### src/rtl/endian_swap_stage.sv
// Flow-controlled byte-order converter: one output register plus a skid register,
// swapping bytes (and keep bits) per beat at 16-bit, 32-bit or full-width granularity.
module endian_swap_stage #(
  parameter int DATA_W = 64,
  parameter int CNT_W  = 16
) (
  input  logic                clk,
  input  logic                reset,
  input  logic                in_valid_i,
  output logic                in_ready_o,
  input  logic [DATA_W-1:0]   in_data_i,
  input  logic [DATA_W/8-1:0] in_keep_i,
  input  logic [1:0]          in_mode_i,
  output logic                out_valid_o,
  input  logic                out_ready_i,
  output logic [DATA_W-1:0]   out_data_o,
  output logic [DATA_W/8-1:0] out_keep_o,
  output logic [CNT_W-1:0]    beat_cnt_o
);

  localparam int NB = DATA_W / 8;

  typedef enum logic [1:0] {
    SWAP_NONE = 2'd0,
    SWAP_16   = 2'd1,
    SWAP_32   = 2'd2,
    SWAP_ALL  = 2'd3
  } swap_mode_e;

  swap_mode_e          mode;
  logic [DATA_W-1:0]   sw_data;
  logic [NB-1:0]       sw_keep;

  logic                main_valid;
  logic [DATA_W-1:0]   main_data;
  logic [NB-1:0]       main_keep;
  logic                skid_valid;
  logic [DATA_W-1:0]   skid_data;
  logic [NB-1:0]       skid_keep;
  logic [CNT_W-1:0]    beat_cnt;

  logic                accept;
  logic                drain;

  assign mode = swap_mode_e'(in_mode_i);

  always_comb begin
    sw_data = in_data_i;
    sw_keep = in_keep_i;
    case (mode)
      SWAP_16: begin
        for (int unsigned h = 0; h < NB / 2; h++) begin
          sw_data[16*h +: 8]   = in_data_i[16*h+8 +: 8];
          sw_data[16*h+8 +: 8] = in_data_i[16*h +: 8];
          sw_keep[2*h]         = in_keep_i[2*h+1];
          sw_keep[2*h+1]       = in_keep_i[2*h];
        end
      end
      SWAP_32: begin
        for (int unsigned w = 0; w < NB / 4; w++) begin
          for (int unsigned b = 0; b < 4; b++) begin
            sw_data[32*w+8*b +: 8] = in_data_i[32*w+8*(3-b) +: 8];
            sw_keep[4*w+b]         = in_keep_i[4*w+(3-b)];
          end
        end
      end
      SWAP_ALL: begin
        sw_data = {<<8{in_data_i}};
        sw_keep = {<<{in_keep_i}};
      end
      default: ;
    endcase
  end

  assign accept = in_valid_i && !skid_valid;
  assign drain  = main_valid && out_ready_i;

  // Skid only fills when main is held by a stalled consumer; ready is the
  // registered skid flag, so out_ready_i never reaches in_ready_o combinationally.
  always_ff @(posedge clk) begin
    if (reset) begin
      main_valid <= 1'b0;
      main_data  <= '0;
      main_keep  <= '0;
      skid_valid <= 1'b0;
      skid_data  <= '0;
      skid_keep  <= '0;
      beat_cnt   <= '0;
    end else begin
      if (drain) begin
        beat_cnt <= beat_cnt + CNT_W'(1);
      end
      if (skid_valid) begin
        if (drain) begin
          main_data  <= skid_data;
          main_keep  <= skid_keep;
          skid_valid <= 1'b0;
        end
      end else if (accept) begin
        if (!main_valid || out_ready_i) begin
          main_data  <= sw_data;
          main_keep  <= sw_keep;
          main_valid <= 1'b1;
        end else begin
          skid_data  <= sw_data;
          skid_keep  <= sw_keep;
          skid_valid <= 1'b1;
        end
      end else if (drain) begin
        main_valid <= 1'b0;
      end
    end
  end

  assign in_ready_o  = !skid_valid;
  assign out_valid_o = main_valid;
  assign out_data_o  = main_data;
  assign out_keep_o  = main_keep;
  assign beat_cnt_o  = beat_cnt;

endmodule

### config.mk
export PLATFORM = sky130hd
export DESIGN_NAME = endian_swap_stage
export DESIGN_NICKNAME = d
export VERILOG_FILES = /design/src/rtl/endian_swap_stage.sv
export SDC_FILE = /design/constraint.sdc
export NUM_CORES = 1
export LEC_CHECK = 0
export CORE_ASPECT_RATIO = 0.7
export CORE_MARGIN = 5
export CORE_UTILIZATION = 44
export CTS_BUF_LIST = sky130_fd_sc_hd__clkbuf_4
export DETAILED_ROUTE_END_ITERATION = 12
export PLACE_DENSITY_LB_ADDON = 0.08
export SYNTH_ARGS = -nofsm -noshare
export SYNTH_HDL_FRONTEND = slang
export SYNTH_SLANG_ARGS = --single-unit
### constraint.sdc
create_clock -name clk -period 1.6 [get_ports clk]
set_input_delay 0.32 -clock clk [delete_from_list [all_inputs] [get_ports clk]]
set_output_delay 0.32 -clock clk [all_outputs]
set_load 0.005 [all_outputs]
==> results.toml, run 1 <==
[floorplanning]
num_rows = 41
initial_core_util = 0.443
dieWidth_um = 170
die_area_sq_um = 20800
fp.coreArea_sq_um = 17900
io_pins = 168
die_y_um = 122

[worst_setup_path]
worst_r2r_path_depth = 5
start_kind = "flop"
critPathBufInv = 1
path_max_fanout = 3
cp.arrival_ps = 2020
reg2reg_from = "beat_cnt_o[11]"
worst-r2r-setup-slack_ps = 50
crit_top_cell = "or3_4"
reg2reg_to = "beat_cnt_o[13]"
crit_type = "flop to flop"
crit_path_max_incr_delay_ps = 410
cpMaxStageDelayCell = "or3_4"
end_kind = "flop"
cp_top_family = "simple AND/OR/NAND/NOR gates"
path_cells = "buf_4 > nand3_2 > or3_4 > or3_4 > a21oi_2"
cp_data_required_time_ps = 2080

[power_and_ir_drop]
p_per_area_nw_per_um2 = 831
p_leak_nw = 4.68
power_w = 0.00903
peakVddDrop_v = 0.000557

[worst_hold_path]
hold_depth = 3
hold-path-endpoint = "beat_cnt_o[1]"
worstHoldStart = "reset"
hold_path_class = "primary input to flop"

[route]
first_pass_iters = 8
vias = 6981
wire_per_inst_um = 20.7
drc = 0
routed_wl_mm = 24.9
drt_iter0_markers = 572
ant_nets = 0
viasPerCell = 5.79

[placed_design]
port_buffers = 167
place_ws_ps = -371
hpwl_mm = 17.6
place.gp.congestion = 0.919

[outcome]
outcome = "completed"

[cts]
clk_path_buf_depth = 2
hold_buffers = 0
cts_tree = "done"
cts_made_buffers = 17
clock-root-buffer = "clkbuf_4"
clk_pin_slew_ps = 150
clk-insertion-delay-late_ps = 550
htree_levels = 4
clock_sinks = 162

[synth]
yosys.area.top_type_share = 0.410
synth_xor_xnor_area_share = 0.0122
yosys_most_used_dff = "dfxtp_1"
synth_async_sr_flop_share = 0
yosys.area_share.simple = 0.152
synth_area_leaders = "dfxtp_1 41%, mux4_2 20%, mux2i_1 9.1%, o2bb2ai_1 7.9%, nor2_1 7.5%"
ys_warn_count = 0
synth_top_family_by_area = "multiplexers"
synthMuxAreaShare = 0.297
synth-seq-cells = 162
avgSynthCellArea_sq_um = 10.7
synth_compound_gate_area_share = 0.0863
yosys.area.top_type = "dfxtp_1"
synth_seq_area_share = 0.410
synth-edff-count = 0
syn-instance-count = 741
synthAdderAreaFrac = 0.00158
netlist_area_sq_um = 7910
syn_nets = 820
ys_types = 33

[global_route]
antenna_found_initial = 0
gr-total-overflow = 0
grt_pass1_wl_mm = 37.5
grt_usage = 0.231
first_global_vias = 6617
grt_start_max_net_pins = 73

[sta]
period_needed_ps = 1550
setup_viol_count_final = 0
setup_ws_ps = 51.0
worst_pin_slew_ps = 364
slew_headroom = 0.750
hold_violations = 0
final.setup_skew_ps = 28.5
fin_setup_tns_ps = 0
rsz0062_at_grt = "yes"
fin_crit_sh = 0.968
slew_violations = 0
fmax_mhz = 646
hold_ws_ps = 242

[job]
maxCapViolations = 0

[final_layout]
drive_gt1_frac = 0.316
num_antenna_cells = 0
layout.nets = 1035
area_growth_pct = 37.4
kinds of logic after synthesis:
group                    after synthesis
flip-flops                           162
XOR/XNOR                              11
AO/OA/AOI/OAI                         81
AND/OR/NAND/NOR                      272
multiplexers                         145
adder cells (fa/ha/maj)                1
buffers and inverters                 69
registers in the layout, summed over array words and instances, names as in the netlist:
| register | cells |
|---|---|
| out_valid_o | 1 |
| skid_data | 64 |
| skid_valid | 1 |
| skid_keep | 8 |
| beat_cnt_o | 16 |
| out_data_o | 64 |
| out_keep_o | 8 |
per-stage QoR:
step / instance area, sq um / util / cells
5_1_grt: 10900 / 0.609 / 1205
3_3_place_gp: 10300 / 0.579 / 1145
2_1_floorplan: 7920 / - / 741
3_5_place_dp: 10300 / 0.579 / 1145
6_report: 10900 / 0.609 / 1205
4_1_cts: 10800 / 0.604 / 1200
Yosys cell counts, types with 6 or more instances:
cell type  number
dfxtp_1       162
nor2_1        158
nor3_1         77
mux2i_1        72
mux4_2         72
o2bb2ai_1      71
clkbuf_1       32
buf_2          17
buf_4          12
nand2_1        12
xnor2_1         7
nand3_1         6
area by class of cell:
class,instances,area (sq um)
clock buffer,19,143
clock inverter,13,150
fill,1483,6980
inverter,3,18.8
multi-input combinational,510,4410
sequential,162,3350
tap,236,295
timing repair buffer,262,2510
cells in the final DEF, fill, tap and decap left out, types with 4 or more instances in the layout:
cell type          n
buf_12            19
buf_2              9
buf_4             74
clkbuf_2           6
clkbuf_4          19
clkdlybuf4s50_1   74
dfxtp_1           90
dfxtp_2           66
dfxtp_4            6
dlygate4sd2_1     72
inv_6              5
mux2i_1           72
mux4_2            72
nand2_1           12
nand3_1            5
nor2_1           157
nor3_1            76
o2bb2ai_1         71
xnor2_1            7
xor2_1             4
worst min-delay path: stages:
cell and delay (ps):
buf_4 140, buf_4 250, a21oi_1 60
worst max-delay path by stage:
stage	slack (ps)	endpoint	from	cells after the start
detailed placement	-370	beat_cnt_o[13]	out_ready_i	6
CTS	3	beat_cnt_o[3]	beat_cnt_o[3]	2
finish	50	beat_cnt_o[13]	beat_cnt_o[11]	5
global route	-20	beat_cnt_o[13]	beat_cnt_o[11]	5
floorplan	-30	beat_cnt_o[15]	out_valid_o	5
global placement	-360	beat_cnt_o[15]	out_ready_i	5
report_power, final:
part	leakage, nW	internal (W)	switching [W]
clock network	0.155	0.000992	0.00155
registers	1.35	0.00430	0.000151
logic	3.17	0.00108	0.000956
what timing repair did:
action | CTS | global route
buffers inserted | 23 | 3
resized for setup | 202 | 24
pin swaps | 1 | 2
cloned | 0 | 2
setup endpoints to repair | 91 | 23
metal layers:
metal,wire length [um],up-vias,global-route usage
li1,-,3207,-
met1,10800,3454,0.327
met2,11800,299,0.362
met3,2090,21,0.0613
met4,243,0,0.0459
met5,0,-,0
Note: power is estimated with default switching activity, not from simulation.
==> run 2, diff against run 1 <==
--- a/config.mk
+++ b/config.mk
@@ -10,6 +10,7 @@
 export CORE_UTILIZATION = 44
 export CTS_BUF_LIST = sky130_fd_sc_hd__clkbuf_4
 export DETAILED_ROUTE_END_ITERATION = 12
+export HOLD_SLACK_MARGIN = 0.12
 export PLACE_DENSITY_LB_ADDON = 0.08
 export SYNTH_ARGS = -nofsm -noshare
 export SYNTH_HDL_FRONTEND = slang
==> constraint.sdc (replaced) <==
create_clock -name clk -period 1.3 [get_ports clk]
set_input_delay 0.26 -clock clk [delete_from_list [all_inputs] [get_ports clk]]
set_output_delay 0.26 -clock clk [all_outputs]
set_load 0.005 [all_outputs]
==> results.toml, run 2 (synthesis results as in run 1) <==
[cts]
cts_tree = "done"
htree_levels = 4
clock_sinks = 162
clk-insertion-delay-late_ps = 570
clk_path_buf_depth = 2
cts_made_buffers = 17
clock-root-buffer = "clkbuf_4"
clk_pin_slew_ps = 160

[power_and_ir_drop]
clkPwrFrac = 0.278
p_per_area_nw_per_um2 = 957
p_sw_w = 0.00359
p_leak_nw = 5.48
comb_power_share = 0.268
pwr-share-seq = 0.454
power.internal_w = 0.00861
peakVddDrop_v = 0.000600
sw_frac_of_total = 0.294

[global_route]
grt_usage = 0.261
antenna_found_initial = 0
first_global_vias = 7391
gr-total-overflow = 0
grt_start_max_net_pins = 62
grt_pass1_wl_mm = 41.8

[worst_setup_path]
cp_top_family = "buffers and inverters"
start_kind = "flop"
path_max_fanout = 7
cp.depth = 8
cp.arrival_ps = 2080
crit_path_max_incr_delay_ps = 380
critPathBufInv = 4
worst_r2r_path_depth = 8
cp_data_required_time_ps = 1760
path_cells = "buf_6 > nand2_1 > a22oi_2 > buf_4 > nor2_4 > buf_12 > clkbuf_16 > o2bb2ai_1"
cpMaxStageDelayCell = "dfxtp_4"
crit_type = "flop to flop"
end_kind = "flop"
reg2reg_from = "out_valid_o"
crit_start = "out_valid_o"

[final_layout]
num_antenna_cells = 0
final_cell_mix = "114 x buf_4, 108 x nor2_1, 94 x buf_6"
layout.nets = 1123
fin_area_sq_um = 12700
area_growth_pct = 61.1
nFillCells = 1207
drive_gt1_frac = 0.549
fin_cells = 1291
fin_util = 0.714
layout_commonest_cell = "buf_4"

[route]
ant_nets = 0
viasPerCell = 5.93
drt_iter0_markers = 739
drc = 0
vias = 7655
routed_wl_mm = 29.9
wire_per_inst_um = 23.1
first_pass_iters = 5

[floorplanning]
num_rows = 41
die_y_um = 122
fp.coreArea_sq_um = 17900
initial_core_util = 0.443
die_area_sq_um = 20800
dieWidth_um = 170
io_pins = 168

[sta]
final.setup_skew_ps = 30.3
worst_pin_slew_ps = 381
rsz0062_at_grt = "yes"
slew_violations = 0
fmax_mhz = 616
fin_crit_sh = 1.25
setup_viol_count_final = 185
setup_ws_ps = -324
period_needed_ps = 1620
fin_setup_tns_ps = -42230
hold_violations = 0
slew_headroom = 0.746

[placed_design]
place_inst = 1171
place_ws_ps = -640
port_buffers = 167
hpwl_mm = 17.9
placed_area_sq_um = 10500
place.gp.congestion = 0.841

[outcome]
outcome = "complete, but fails checks"
violations = "negative setup slack"

[worst_hold_path]
hold_depth = 5
worstHoldStart = "in_mode_i[1]"
hold_path_class = "primary input to flop"

[job]
maxCapViolations = 0
## run 2: changes by cell type in the layout (fill, tap and decap cells not counted), moves of 24 or more
cell	delta
nor2_4	+24
buf_4	+40
nor2_1	-49
nor2_2	+25
dlygate4sd2_1	-72
buf_6	+91
## run 2: worst paths after layout
| check | to | slack [ps] |
|---|---|---|
| worst max-delay path | out_data_o[47] | -320 |
| worst max register to register | out_data_o[47] | -320 |
| worst min-delay path | skid_data[63] | 430 |
| worst min register to register | out_data_o[55] | 470 |
## run 2: area by class of cell
class | count | area (sq um) | area share
clock buffers | 17 | 128 | 0.0100
clock inverters | 13 | 185 | 0.0145
inverters | 3 | 18.8 | 0.00147
multi-input cells | 511 | 5000 | 0.392
flip-flops and latches | 162 | 3390 | 0.266
well taps | 236 | 295 | 0.0232
repair buffers | 349 | 3730 | 0.292
## run 2: stage by stage
stage	hold WS (ps)	total power, W
5_1_grt	422	0.0127
3_5_place_dp	445	0.00820
4_1_cts	423	0.0117
3_3_place_gp	443	0.00815
2_1_floorplan	426	0.00685
6_report	434	0.0122
## run 2: worst min-delay path: stages
cell and delay, ps:
buf_4 180, buf_12 170, mux4_2 210, nor2_1 40, nor3_1 100
## run 2: metal layers
metal | global-route usage | wire, um
met5 | 0 | 0
met4 | 0.0459 | 310
met3 | 0.0613 | 2840
met2 | 0.408 | 13900
met1 | 0.376 | 12800
## run 2: power groups by stage
| stage | logic, W | registers (W) | clock network (W) |
|---|---|---|---|
| 3_5_place_dp | 0.00263 | 0.00557 | 0 |
| 5_1_grt | 0.00343 | 0.00558 | 0.00366 |
| 2_1_floorplan | 0.00132 | 0.00553 | 0 |
| 3_3_place_gp | 0.00258 | 0.00557 | 0 |
| 4_1_cts | 0.00282 | 0.00551 | 0.00339 |
| 6_report | 0.00326 | 0.00554 | 0.00339 |
## run 2: repair_timing
item | in CTS | in global routing
hold buffers | 1 | 0
gates resized for setup | 564 | 151
endpoints found under the setup margin | 243 | 247
cloned | 10 | 15
endpoints found under the hold margin | 4 | 0
pin swaps | 31 | 33
buffers inserted | 50 | 17
